**config.mk**
```make
export PLATFORM = sky130hd
export DESIGN_NAME = mem_bus_ctrl
export DESIGN_NICKNAME = d
export VERILOG_FILES = /design/src/rtl/mem_bus_ctrl_pkg.sv /design/src/rtl/mem_lane_fmt.sv /design/src/rtl/mem_bus_ctrl.sv
export SDC_FILE = /design/constraint.sdc
export NUM_CORES = 1
export LEC_CHECK = 0
export BUFFER_PORTS_ARGS = -buffer_cell sky130_fd_sc_hd__buf_2
export CORE_UTILIZATION = 40
export DETAILED_ROUTE_END_ITERATION = 12
export GPL_TIMING_DRIVEN = 0
export PLACE_DENSITY = 0.68
export SYNTH_ARGS = -nofsm -noshare
export SYNTH_HDL_FRONTEND = slang
export SYNTH_SLANG_ARGS = --single-unit
```
**constraint.sdc**
```tcl
create_clock -name clk_i -period 3.7 [get_ports clk_i]
set_clock_uncertainty 0.2 [all_clocks]
set_input_delay 0.37 -clock clk_i [delete_from_list [all_inputs] [get_ports clk_i]]
set_output_delay 0.37 -clock clk_i [all_outputs]
set_load 0.005 [all_outputs]
```
**src/rtl/mem_bus_ctrl_pkg.sv**
```systemverilog
// ============================================================================
// Module      : mem_bus_ctrl_pkg
// Description : Shared CPU definitions: load/store funct3 encodings, access
//               size codes and the memory bus controller state enum.
// Revision    : 1.0 - initial release
// ============================================================================
`default_nettype none

package mem_bus_ctrl_pkg;

    localparam logic [2:0] F3_LB  = 3'b000;
    localparam logic [2:0] F3_LH  = 3'b001;
    localparam logic [2:0] F3_LW  = 3'b010;
    localparam logic [2:0] F3_LBU = 3'b100;
    localparam logic [2:0] F3_LHU = 3'b101;

    // funct3[1:0] carries the access size; funct3[2] selects zero-extension
    localparam logic [1:0] SZ_BYTE = 2'b00;
    localparam logic [1:0] SZ_HALF = 2'b01;

    typedef enum logic [1:0] {
        IDLE   = 2'd0,
        ACCESS = 2'd1,
        DONE   = 2'd2
    } MemBusState;

endpackage

`default_nettype wire

```
**src/rtl/mem_lane_fmt.sv**
```systemverilog
// ============================================================================
// Module      : mem_lane_fmt
// Description : Combinational byte-lane formatter: load extract/extend and
//               store byte-enable / data replication for a 32-bit memory.
// Revision    : 1.0 - initial release
// ============================================================================
`default_nettype none

module mem_lane_fmt
    import mem_bus_ctrl_pkg::*;
(
    input  logic [2:0]  funct3,
    input  logic [1:0]  offset,
    input  logic [31:0] store_data,
    input  logic [31:0] ram_word,
    output logic [3:0]  be,
    output logic [31:0] lane_wdata,
    output logic [31:0] load_data
);

    logic [7:0]  w_byte;
    logic [15:0] w_half;

    assign w_byte = ram_word[{offset, 3'b000} +: 8];
    assign w_half = offset[1] ? ram_word[31:16] : ram_word[15:0];

    always_comb begin
        be         = 4'b1111;
        lane_wdata = store_data;
        load_data  = ram_word;
        case (funct3[1:0])
            SZ_BYTE: begin
                be         = 4'b0001 << offset;
                lane_wdata = {4{store_data[7:0]}};
                load_data  = funct3[2] ? {24'd0, w_byte}
                                       : {{24{w_byte[7]}}, w_byte};
            end
            SZ_HALF: begin
                be         = 4'b0011 << {offset[1], 1'b0};
                lane_wdata = {2{store_data[15:0]}};
                load_data  = funct3[2] ? {16'd0, w_half}
                                       : {{16{w_half[15]}}, w_half};
            end
            // Word and all undefined encodings fall through as a full word
            default: ;
        endcase
    end

endmodule

`default_nettype wire

```
**src/rtl/mem_bus_ctrl.sv**
```systemverilog
// ============================================================================
// Module      : mem_bus_ctrl
// Description : CPU-to-RAM bus controller with programmable wait states and
//               sized/sign-extended loads. Optional macro
//               MEM_MISALIGN_TRAP_EN traps misaligned accesses.
// Revision    : 1.0 - initial release
// ============================================================================
`default_nettype none

module mem_bus_ctrl
    import mem_bus_ctrl_pkg::*;
#(
    parameter int DATA_WIDTH  = 32,
    parameter int WAIT_STATES = 1,
    parameter int ADDR_BITS   = 10
) (
    input  logic                  clk_i,
    input  logic                  reset_i,
    input  logic                  mem_rd_i,
    input  logic                  mem_wr_i,
    input  logic [DATA_WIDTH-1:0] addr_i,
    input  logic [DATA_WIDTH-1:0] wdata_i,
    input  logic [2:0]            funct3_i,
    output logic                  mem_busy_o,
    output logic [DATA_WIDTH-1:0] rdata_o,
    output logic                  misalign_o,
    output logic [ADDR_BITS-1:0]  ram_addr_o,
    output logic [3:0]            ram_be_o,
    output logic                  ram_we_o,
    output logic                  ram_re_o,
    output logic [31:0]           ram_wdata_o,
    input  logic [31:0]           ram_rdata_i
);

    localparam logic [3:0] C_WAIT_LOAD = 4'(WAIT_STATES);

    MemBusState             r_state;
    MemBusState             w_next_state;
    logic [3:0]             r_wait_cnt;
    logic                   r_is_write;
    logic [2:0]             r_funct3;
    logic [1:0]             r_offset;
    logic [ADDR_BITS-1:0]   r_addr;
    logic [31:0]            r_wdata;
    logic [DATA_WIDTH-1:0]  r_rdata;

    logic                   w_start;
    logic                   w_is_half;
    logic                   w_is_word;
    logic [1:0]             w_offset;
    logic                   w_trap;
    logic                   w_strobe;
    logic [3:0]             w_be;
    logic [31:0]            w_lane_wdata;
    logic [31:0]            w_load;
    logic [DATA_WIDTH-1:0]  w_load_ext;

    assign w_start   = (r_state == IDLE) && (!mem_wr_i || !mem_rd_i);
    assign w_is_half = (funct3_i[1:0] == SZ_HALF);
    assign w_is_word = funct3_i[1];

`ifdef MEM_MISALIGN_TRAP_EN
    logic w_misaligned;
    logic r_trap;
    logic r_misalign;

    assign w_misaligned = (w_is_half && addr_i[0]) ||
                          (w_is_word && (addr_i[1:0] != 2'b00));
    assign w_offset     = addr_i[1:0];

    always_ff @(posedge clk_i or negedge reset_i) begin
        if (!reset_i) begin
            r_trap     <= 1'b0;
            r_misalign <= 1'b0;
        end else if (w_start) begin
            r_trap <= w_misaligned;
            if (w_misaligned) begin
                r_misalign <= 1'b1;
            end
        end
    end

    assign w_trap     = r_trap;
    assign misalign_o = r_misalign;
`else
    // Misaligned low address bits are dropped so the aligned access proceeds
    assign w_offset   = w_is_word ? 2'b00 :
                        w_is_half ? {addr_i[1], 1'b0} : addr_i[1:0];
    assign w_trap     = 1'b0;
    assign misalign_o = 1'b0;
`endif

    always_ff @(posedge clk_i or negedge reset_i) begin
        if (!reset_i) begin
            r_state <= IDLE;
        end else begin
            r_state <= w_next_state;
        end
    end

    always_comb begin
        w_next_state = r_state;
        case (r_state)
            IDLE:    if (!mem_wr_i || !mem_rd_i) w_next_state = ACCESS;
            ACCESS:  if (r_wait_cnt == 4'd0)     w_next_state = DONE;
            DONE:    w_next_state = IDLE;
            default: w_next_state = IDLE;
        endcase
    end

    always_ff @(posedge clk_i or negedge reset_i) begin
        if (!reset_i) begin
            r_wait_cnt <= 4'd0;
            r_is_write <= 1'b0;
            r_funct3   <= 3'd0;
            r_offset   <= 2'd0;
            r_addr     <= '0;
            r_wdata    <= 32'd0;
            r_rdata    <= '0;
        end else begin
            if (w_start) begin
                r_wait_cnt <= C_WAIT_LOAD;
                r_is_write <= !mem_wr_i;
                r_funct3   <= funct3_i;
                r_offset   <= w_offset;
                r_addr     <= addr_i[ADDR_BITS+1:2];
                r_wdata    <= wdata_i[31:0];
            end else if ((r_state == ACCESS) && (r_wait_cnt != 4'd0)) begin
                r_wait_cnt <= r_wait_cnt - 4'd1;
            end
            if ((r_state == DONE) && !r_is_write && !w_trap) begin
                r_rdata <= w_load_ext;
            end
        end
    end

    mem_lane_fmt u_lane_fmt (
        .funct3     (r_funct3),
        .offset     (r_offset),
        .store_data (r_wdata),
        .ram_word   (ram_rdata_i),
        .be         (w_be),
        .lane_wdata (w_lane_wdata),
        .load_data  (w_load)
    );

    generate
        if (DATA_WIDTH > 32) begin : g_rdata_ext
            assign w_load_ext = {{(DATA_WIDTH-32){!r_funct3[2] && w_load[31]}}, w_load};
            logic w_unused_wdata;
            assign w_unused_wdata = ^wdata_i[DATA_WIDTH-1:32];
        end else begin : g_rdata_native
            assign w_load_ext = w_load;
        end
        if (DATA_WIDTH > ADDR_BITS + 2) begin : g_addr_unused
            logic w_unused_addr;
            assign w_unused_addr = ^addr_i[DATA_WIDTH-1:ADDR_BITS+2];
        end
    endgenerate

    assign w_strobe    = (r_state == ACCESS) && !w_trap;
    assign ram_we_o    = w_strobe && r_is_write;
    assign ram_re_o    = w_strobe && !r_is_write;
    assign ram_be_o    = w_strobe ? w_be : 4'b0000;
    assign ram_wdata_o = w_lane_wdata;
    assign ram_addr_o  = r_addr;
    assign rdata_o     = r_rdata;
    assign mem_busy_o  = (r_state != IDLE);

endmodule

`default_nettype wire

```
After elaboration in Yosys (flattened, before gate mapping)
Cells that the tools add are included.
{"block": "totals", "in_bits": 103, "ff_bits": 86}
{"block": "classes", "n_addsub": 1, "n_reduce_logical": 16, "mux": 14, "n_eq_ne": 6, "shift": 3}
{"operator": "32-bit one-hot mux with 2 select lines", "n": 2}
{"operator": "32-bit 2-to-1 mux", "n": 2}
{"operator": "32-bit by 6-bit variable part select with 8-bit output", "n": 1}
{"operator": "16-bit 2-to-1 mux", "n": 1}
{"operator": "4-bit 2-to-1 mux", "n": 3}
{"operator": "4-bit one-hot mux with 2 select lines", "n": 1}
{"operator": "2-bit by 1-bit equality test with 1-bit output, second input constant", "n": 3}
{"operator": "2-bit 2-to-1 mux", "n": 3}
{"operator": "1-bit logical AND", "n": 5}
{"operator": "2-bit logical NOT", "n": 2}
{"operator": "4-bit logical NOT", "n": 1}
{"operator": "2-bit by 1-bit != test with 1-bit output, second input constant", "n": 2}
{"operator": "2-bit one-hot mux with 2 select lines", "n": 1}
{"operator": "2-bit nonzero test", "n": 2}
{"operator": "4-bit nonzero test", "n": 1}
{"operator": "1-bit by 2-bit << shifter with 4-bit output, first input constant", "n": 1}
{"operator": "2-bit by 2-bit << shifter with 4-bit output, first input constant", "n": 1}
{"operator": "4-bit by 1-bit subtractor with 4-bit output, second input constant", "n": 1}
{"operator": "1-bit logical NOT", "n": 3}
{"operator": "2-bit equality test, second input constant", "n": 1}
{"operator": "2-bit AND reduction", "n": 1}
{"operator": "1-bit logical OR", "n": 1}
{"operator": "1-bit 2-to-1 mux", "n": 1}

Longest topological paths before layout
Gate-level depths: netlist (run 1).
{"block": "depth", "depth_word": 4, "ltp_mapped": 7}

By module
Synthesis (run 1) repeated with hierarchy kept, for this count alone.
{"block": "hier_totals", "cells_unflattened": 480, "area_unflattened_um2": 4662.0}
{"mod": "mem_bus_ctrl", "cells_each": 309, "seq_area_each_um2": 2152.1, "area_each_um2": 3370.7, "instances": 1}
{"mod": "mem_lane_fmt", "cells_each": 171, "seq_area_each_um2": 0.0, "area_each_um2": 1291.2, "instances": 1}

Least setup slack after synthesis (run 1)
No wires, ideal clock.
{"block": "synth_path", "path_kind": "flip-flop to output port", "startpoint": "register r_funct3[0]", "endpoint": "output ram_wdata_o[10]", "t_required_ps": 3130, "n_path_buf": 2, "t_arrival_ps": 1449, "stages_incl_launch_ff": 5, "slack_ps": 1681, "cell_sequence": "dfrtp_1 clkbuf_1 buf_1 nor2_2 mux2_2"}
{"block": "synth_between", "elab_chain_len": 2}
{"item": "start, declared", "line": "mem_bus_ctrl.sv:41", "source": "logic [2:0] r_funct3;"}
{"item": "start signal, assigned", "line": "mem_bus_ctrl.sv:124", "source": "r_funct3 <= funct3_i;"}
{"item": "2-bit by 1-bit equality test with 1-bit output or 2-bit logical NOT (tied branches)", "line": "mem_lane_fmt.sv:31", "source": "case (funct3[1:0])"}
{"item": "32-bit one-hot mux with 2 select lines (*)", "line": "mem_lane_fmt.sv:31"}
{"item": "end, declared", "line": "mem_bus_ctrl.sv:31", "source": "output logic [31:0] ram_wdata_o,"}
Every way passes the cells marked *; elsewhere a longest branch is shown, timed or not.

Final worst setup path (run 1)
{"block": "layout_path", "startpoint": "register r_funct3[0]", "endpoint": "output ram_wdata_o[28]"}
Same word-level chain as after synthesis.

==> qor.csv, run 1 <==
metric,value,unit
post-layout minimum cycle time,2.90,ns
fmax,344,MHz
total of flip-flops plus latches after synthesis,86,
Max-cap violations,0,
proportion of register bits with asynchronous set or reset after synthesis,100,%
1st-pass router iterations,5,
Placement Rows,39,
via density per instance,5.29,
NumNets Final,793,
path depth of the worst reg2reg path,5,
proportion of layout cells with a drive suffix above 1,33.5,%
Yosys Warn Count,0,
multiplexer share of the synthesized area,11.9,%
fill cell count,1085,
layout overhead on the synthesized area,28.7,%
register-to-register setup slack,1.17,ns
Max Buffers Root-to-Sink,2,
count of flip-flops with a built-in enable after synthesis,0,
gate count after technology mapping,512,
dominant combinational cell family by area after synthesis,simple AND/OR/NAND/NOR gates,
Sinks on Clock Net,86,
startpoint type of the worst setup path,flop,
post-synthesis instance area,4650,µm²
sequential cell area fraction in the yosys report,46.3,%
die boundary height,110,µm
switching pwr,0.00216,W
arrival time of the worst setup path,2.33,ns
number of endpoints failing setup at the final stage,0,
Hold Crit Depth,3,
post-synthesis adder-cell area fraction,0.538,%
Clock Pin Slew Worst Setup and Hold Paths,0.06,ns
detailed placement HPWL,10700,µm
ordered list of cells on the worst path,clkbuf_1 > clkbuf_1 > buf_2 > mux2i_1 > o21ai_0 > buf_2,
Worst Setup EP,ram_wdata_o[28],
Max transition margin,39.4,%
transition time at the pin with the least slew margin,0.903,ns
Placement Setup Slack,1.20,ns
detailed-route wire length per cell,16.9,µm
cell-internal power,0.00310,W
count of hold-fix buffers inserted at cts,1,
net switching fraction of the power,41.1,%
area fraction in compound gates after synthesis,13.5,%
Horiz. Die Dim,110,µm
relative contribution of the clock network to total power,17.4,%
number of antenna violations at the first check in global routing,0,
total global routing track utilization,24.0,%
leading area contributor after synthesis,sky130_fd_sc_hd__dfrtp_1,
CTS Root Buffer Type,sky130_fd_sc_hd__clkbuf_16,
prevailing post-synth register cell,sky130_fd_sc_hd__dfrtp_1,
antenna diode count,0,
area of the core,11400,µm²
synthesized net count,617,
startpoint of the worst setup timing path,r_funct3[0]$_DFFE_PN0P_,
"post-synthesis share of cell area spent on and, or, nand and nor gates",21.7,%
CP top delay family,buffers and inverters,
vias after detailed routing,4422,
Hold Fails Final Rpt,0,
number of setup buffers added after CTS,0,
via count of the first global-routing pass,4373,
pwr dens,878,nW/µm²
power share of the combinational group,49.8,%
part of the total power dissipated in sequential elements,32.9,%
final total power,0.00526,W
DRC violation count after routing,0,
PnR worst setup slack,0.796,ns
required arrival time at the worst endpoint,3.13,ns
Critical path buffers and inverters,4,
number of top-level pins,185,
most numerous cell in the Yosys netlist,sky130_fd_sc_hd__nand2_1,
Reg2Reg Launch Point,r_offset[1]$_DFFE_PN0P_,
summed negative setup slack over all endpoints,0,ns
GR Overflow Total,0,
slowest cell delay on critical path,0.41,ns
fraction of the cycle the final worst path needs,78.5,%
count of nets left with antenna violations after detail routing,0,
final number of max-transition violations,0,
Iteration-0 DRC Markers,151,
maximum fanout along the worst path,10,
type of destination of the critical path,output port,
peak supply drop,0.426,mV
total CTS buffers,9,
startpoint-to-endpoint class of the critical path,flop to output port,
number of cells on the critical path,6,
average cell area after synthesis,9.08,µm²
synth top area cells,"sky130_fd_sc_hd__dfrtp_1 46%, sky130_fd_sc_hd__nand2_1 12%, sky130_fd_sc_hd__mux2i_1 7.3%, sky130_fd_sc_hd__mux2_2 4.1%, sky130_fd_sc_hd__o21ai_0 3.1%",
worst min-delay path class,primary input to flop,
PortBufs,163,
wire length of the first global-routing pass,21600,µm
worst-skew pair later-pin latency,0.34,ns
weighted congestion at the end of routability-driven global placement,0.840,
endpoint of the most critical register-to-register path,rdata_o[29]$_DFFE_PN0P_,
outcome,"finished, final reports clean",
slowest CP cell,sky130_fd_sc_hd__clkbuf_1,
xor and xnor fraction of the mapped netlist area,0,%
pin count of the biggest net entering global routing,64,
effective utilization at floorplan,40.9,%
Netlist cell types,40,
number of cells upsized or downsized after cts,0,
Lkg Pwr,2.99,nW
RSZ-0062 raised after global routing,no,
clock tree from TritonCTS,done,
portion of synthesized cell area occupied by the leading cell type,46.3,%
total die area,12100,µm²
wire length after detailed routing,14100,µm
deepest level of the CTS H-tree,3,
synth cell count leaders,"149 x sky130_fd_sc_hd__nand2_1, 86 x sky130_fd_sc_hd__dfrtp_1, 34 x sky130_fd_sc_hd__mux2i_1",
## cell type report
| cell class | instances | area (µm²) | area share, % |
|---|---|---|---|
| Timing Repair Buffer | 165 | 856 | 14.3 |
| Multi-Input combinational cell | 374 | 2220 | 37.1 |
| Sequential cell | 86 | 2150 | 36.0 |
| Clock inverter | 7 | 72.6 | 1.21 |
| Buffer | 48 | 260 | 4.35 |
| Clock buffer | 9 | 225 | 3.76 |
| Inverter | 4 | 15.0 | 0.251 |
| Tap cell | 143 | 179 | 2.99 |
## power by group through the flow
stage | sequential (W) | combinational (W) | clock [W]
finish | 0.00173 | 0.00262 | 0.000913
floorplan | 0.00168 | 0.00157 | 0
global route | 0.00178 | 0.00293 | 0.000969
CTS | 0.00173 | 0.00263 | 0.000934
global placement | 0.00171 | 0.00256 | 0
detailed placement | 0.00174 | 0.00262 | 0
## per-layer routing
layer | global-route usage [%] | vias up | wire (µm)
met5 | 0 | - | 0
met4 | 9.33 | 0 | 343
met3 | 7.41 | 28 | 1370
met2 | 39.2 | 222 | 6550
met1 | 29.5 | 2085 | 5850
li1 | - | 2087 | -
## placed cells by master, fill, tap and decap left out, types with 2 or more instances in the layout
master and n:
sky130_fd_sc_hd__a211oi_1 2, sky130_fd_sc_hd__a21oi_1 19, sky130_fd_sc_hd__a221o_1 7, sky130_fd_sc_hd__a31oi_1 10, sky130_fd_sc_hd__a32oi_1 7, sky130_fd_sc_hd__and2_1 17
sky130_fd_sc_hd__and3_1 7, sky130_fd_sc_hd__buf_1 4, sky130_fd_sc_hd__buf_2 168, sky130_fd_sc_hd__buf_4 10, sky130_fd_sc_hd__buf_6 3, sky130_fd_sc_hd__clkbuf_1 25
sky130_fd_sc_hd__clkbuf_16 9, sky130_fd_sc_hd__clkinv_2 2, sky130_fd_sc_hd__clkinvlp_4 2, sky130_fd_sc_hd__dfrtp_1 86, sky130_fd_sc_hd__ha_1 2, sky130_fd_sc_hd__inv_1 4
sky130_fd_sc_hd__inv_6 2, sky130_fd_sc_hd__mux2_2 17, sky130_fd_sc_hd__mux2i_1 34, sky130_fd_sc_hd__nand2_1 149, sky130_fd_sc_hd__nand2b_1 2, sky130_fd_sc_hd__nand3_1 2
sky130_fd_sc_hd__nand3b_1 2, sky130_fd_sc_hd__nor2_1 20, sky130_fd_sc_hd__nor2b_1 3, sky130_fd_sc_hd__nor3b_1 15, sky130_fd_sc_hd__o21ai_0 29, sky130_fd_sc_hd__o21ai_2 10
sky130_fd_sc_hd__o32ai_1 7, sky130_fd_sc_hd__or3b_2 2
## how the worst min path moves through the flow
stage                            start                         to  slack (ns)
3_5_place_dp                   reset_i    rdata_o[20]$_DFFE_PN0P_        0.09
5_1_grt                      addr_i[6]  ram_addr_o[4]$_DFFE_PN0P_        0.01
4_1_cts                    wdata_i[19]    r_wdata[19]$_DFFE_PN0P_        0.01
6_report                   wdata_i[22]    r_wdata[22]$_DFFE_PN0P_        0.02
3_3_place_gp   r_wdata[23]$_DFFE_PN0P_    r_wdata[23]$_DFFE_PN0P_        0.25
2_1_floorplan                  reset_i    r_funct3[0]$_DFFE_PN0P_       -0.13
## stage by stage
stage | utilization [%] | hold slack [ns] | std cells | area (µm²)
after detailed placement | 49.9 | 0.0928 | 819 | 5670
after global placement | 49.6 | 0.254 | 818 | 5640
after CTS | 52.6 | 0.0102 | 836 | 5980
final | 52.6 | 0.0190 | 836 | 5980
after global routing | 52.6 | 0.0131 | 836 | 5980
after floorplan | - | -0.126 | 512 | 4650
## tightest hold or removal path, delay by kind of cell
family	cells	cell delay, ns
simple gates	2	0.08
buf+inv	1	0.07
## logic make-up after synthesis
| family | Yosys count |
|---|---|
| mux | 52 |
| fa+ha+maj | 2 |
| other cells | 1 |
| simple gates | 224 |
| compound gates | 95 |
| buf+inv | 52 |
| flops | 86 |
## sequential cells by signal, indices dropped and copies added, names as in the netlist
register,flops
rdata_o,32
r_wdata,32
r_funct3,3
r_is_write,1
ram_addr_o,10
r_offset,2
r_state,2
r_wait_cnt,4
Note: power is estimated with default switching activity, not from simulation.
==> run 2, diff against run 1 <==
- clock period: 3.7 -> 2.9 ns (I/O delays scaled with it)
==> run 2 against run 1 <==
Power increased by 30%. Via count rose by 5.0%. Global-route usage grew 1.3 points. Combinational power rose by 31%. Count of clock-buffer cells in the layout did not move. Sequential share of layout area decreased by 2.7 points. Critical endpoint is now ram_wdata_o[12]. Largest power group unchanged. Highest routed layer unchanged.
==> qor.csv, run 2 (synthesized netlist as in run 1, its figures left out) <==
metric,value,unit
Placement Setup Slack,0.396,ns
number of endpoints failing setup at the final stage,0,
detailed-route wire length per cell,17.0,µm
Reg2Reg Launch Point,r_offset[1]$_DFFE_PN0P_,
PortBufs,163,
number of top-level pins,185,
area of the core,11400,µm²
fmax,364,MHz
total die area,12100,µm²
startpoint type of the worst setup path,flop,
NumNets Final,841,
Horiz. Die Dim,110,µm
Sinks on Clock Net,86,
worst-skew pair later-pin latency,0.34,ns
Placement Rows,39,
Max transition margin,38.9,%
peak supply drop,0.564,mV
Hold Fails Final Rpt,0,
Iteration-0 DRC Markers,193,
vias after detailed routing,4642,
most frequent standard cell in the layout excluding fill and tap cells,sky130_fd_sc_hd__buf_2,
RSZ-0062 raised after global routing,no,
number of setup buffers added after CTS,0,
Lkg Pwr,3.20,nW
register-to-register setup slack,0.37,ns
1st-pass router iterations,5,
proportion of layout cells with a drive suffix above 1,31.6,%
maximum fanout along the worst path,10,
summed negative setup slack over all endpoints,0,ns
number of antenna violations at the first check in global routing,0,
worst min-delay path class,primary input to flop,
via density per instance,5.25,
detailed placement HPWL,10700,µm
pin count of the biggest net entering global routing,64,
post-layout minimum cycle time,2.75,ns
Clock Pin Slew Worst Setup and Hold Paths,0.06,ns
die boundary height,110,µm
Hold Startpoint,mem_rd_i,
fill cell count,1005,
DRC violation count after routing,0,
layout overhead on the synthesized area,39.0,%
GR Overflow Total,0,
required arrival time at the worst endpoint,2.41,ns
Worst Hold Slack,0.0315,ns
transition time at the pin with the least slew margin,0.911,ns
CTS Root Buffer Type,sky130_fd_sc_hd__clkbuf_16,
final number of max-transition violations,0,
type of destination of the critical path,output port,
startpoint of the worst setup timing path,r_funct3[0]$_DFFE_PN0P_,
weighted congestion at the end of routability-driven global placement,0.840,
via count of the first global-routing pass,4660,
deepest level of the CTS H-tree,3,
pwr dens,1060,nW/µm²
Max-cap violations,0,
PnR worst setup slack,0.152,ns
effective utilization at floorplan,40.9,%
wire length of the first global-routing pass,22900,µm
total CTS buffers,9,
total global routing track utilization,25.2,%
arrival time of the worst setup path,2.26,ns
fraction of the cycle the final worst path needs,94.8,%
startpoint-to-endpoint class of the critical path,flop to output port,
antenna diode count,0,
count of nets left with antenna violations after detail routing,0,
outcome,"finished, final reports clean",
clock tree from TritonCTS,done,
wire length after detailed routing,15000,µm
Max Buffers Root-to-Sink,2,
"commonest cells after routing, fill and taps aside","168 x sky130_fd_sc_hd__buf_2, 149 x sky130_fd_sc_hd__nand2_1, 86 x sky130_fd_sc_hd__dfrtp_1",
[run 2: changes by cell type in the layout (fill, tap and decap cells not counted)]
cell                            change
sky130_fd_sc_hd__dlygate4sd3_1     +48
sky130_fd_sc_hd__clkbuf_2           +2
sky130_fd_sc_hd__clkbuf_1           -2
[run 2: final cells by class]
class / instances / area, µm² / area share (%)
repair buffers: 213 / 1340 / 20.7
plain buffers: 48 / 263 / 4.06
flip-flops and latches: 86 / 2150 / 33.3
well taps: 143 / 179 / 2.77
clock buffers: 9 / 225 / 3.48
multi-input cells: 374 / 2220 / 34.4
clock inverters: 7 / 72.6 / 1.12
inverters: 4 / 15.0 / 0.232
[run 2: timing repair]
| item | CTS | global route |
|---|---|---|
| endpoints found under the hold margin | 71 | 0 |
| gates resized for setup | 0 | 4 |
| endpoints found under the setup margin | 0 | 10 |
| hold buffers | 49 | 0 |
[run 2: stage by stage]
stage               util [%]  std cells  instance area [µm²]  power [W]
global route            56.9        884                 6460    0.00734
floorplan                  -        512                 4650    0.00415
global placement        49.6        818                 5640    0.00545
detailed placement      49.9        819                 5670    0.00556
CTS                     56.8        884                 6460    0.00681
finish                  56.9        884                 6460    0.00682
[run 2: worst paths after layout]
kind | endpoint | depth (start not counted)
worst min-delay path | r_is_write$_DFFE_PN0P_ | 3
min in group asynchronous | rdata_o[21]$_DFFE_PN0P_ | 2
max in group asynchronous | rdata_o[15]$_DFFE_PN0P_ | 3
worst max-delay path | ram_wdata_o[12] | 5
worst min register to register | r_wait_cnt[3]$_DFFE_PN0P_ | 1
worst max register to register | rdata_o[29]$_DFFE_PN0P_ | 5
[run 2: per-layer routing]
metal  vias up  wire length [µm]  track usage (%)
met5         -                 0                0
li1       2184                 -                -
met3        29              1330             7.11
met1      2207              6220             30.3
met2       222              7080             42.5
met4         0               379             10.3
[run 2: power breakdown]
| group | leakage, nW | internal [W] | total, W | switching (W) |
|---|---|---|---|---|
| Combinational | 2.01 | 0.00153 | 0.00343 | 0.00190 |
| Sequential | 1.05 | 0.00179 | 0.00221 | 0.000422 |
| Clock | 0.142 | 0.000671 | 0.00118 | 0.000505 |
[run 2: critical path: stages (launching register included)]
cell and delay, ns:
sky130_fd_sc_hd__dfrtp_1 0.36, sky130_fd_sc_hd__clkbuf_1 0.20, sky130_fd_sc_hd__buf_1 0.27, sky130_fd_sc_hd__nor2_2 0.53, sky130_fd_sc_hd__mux2_2 0.41, sky130_fd_sc_hd__buf_2 0.13
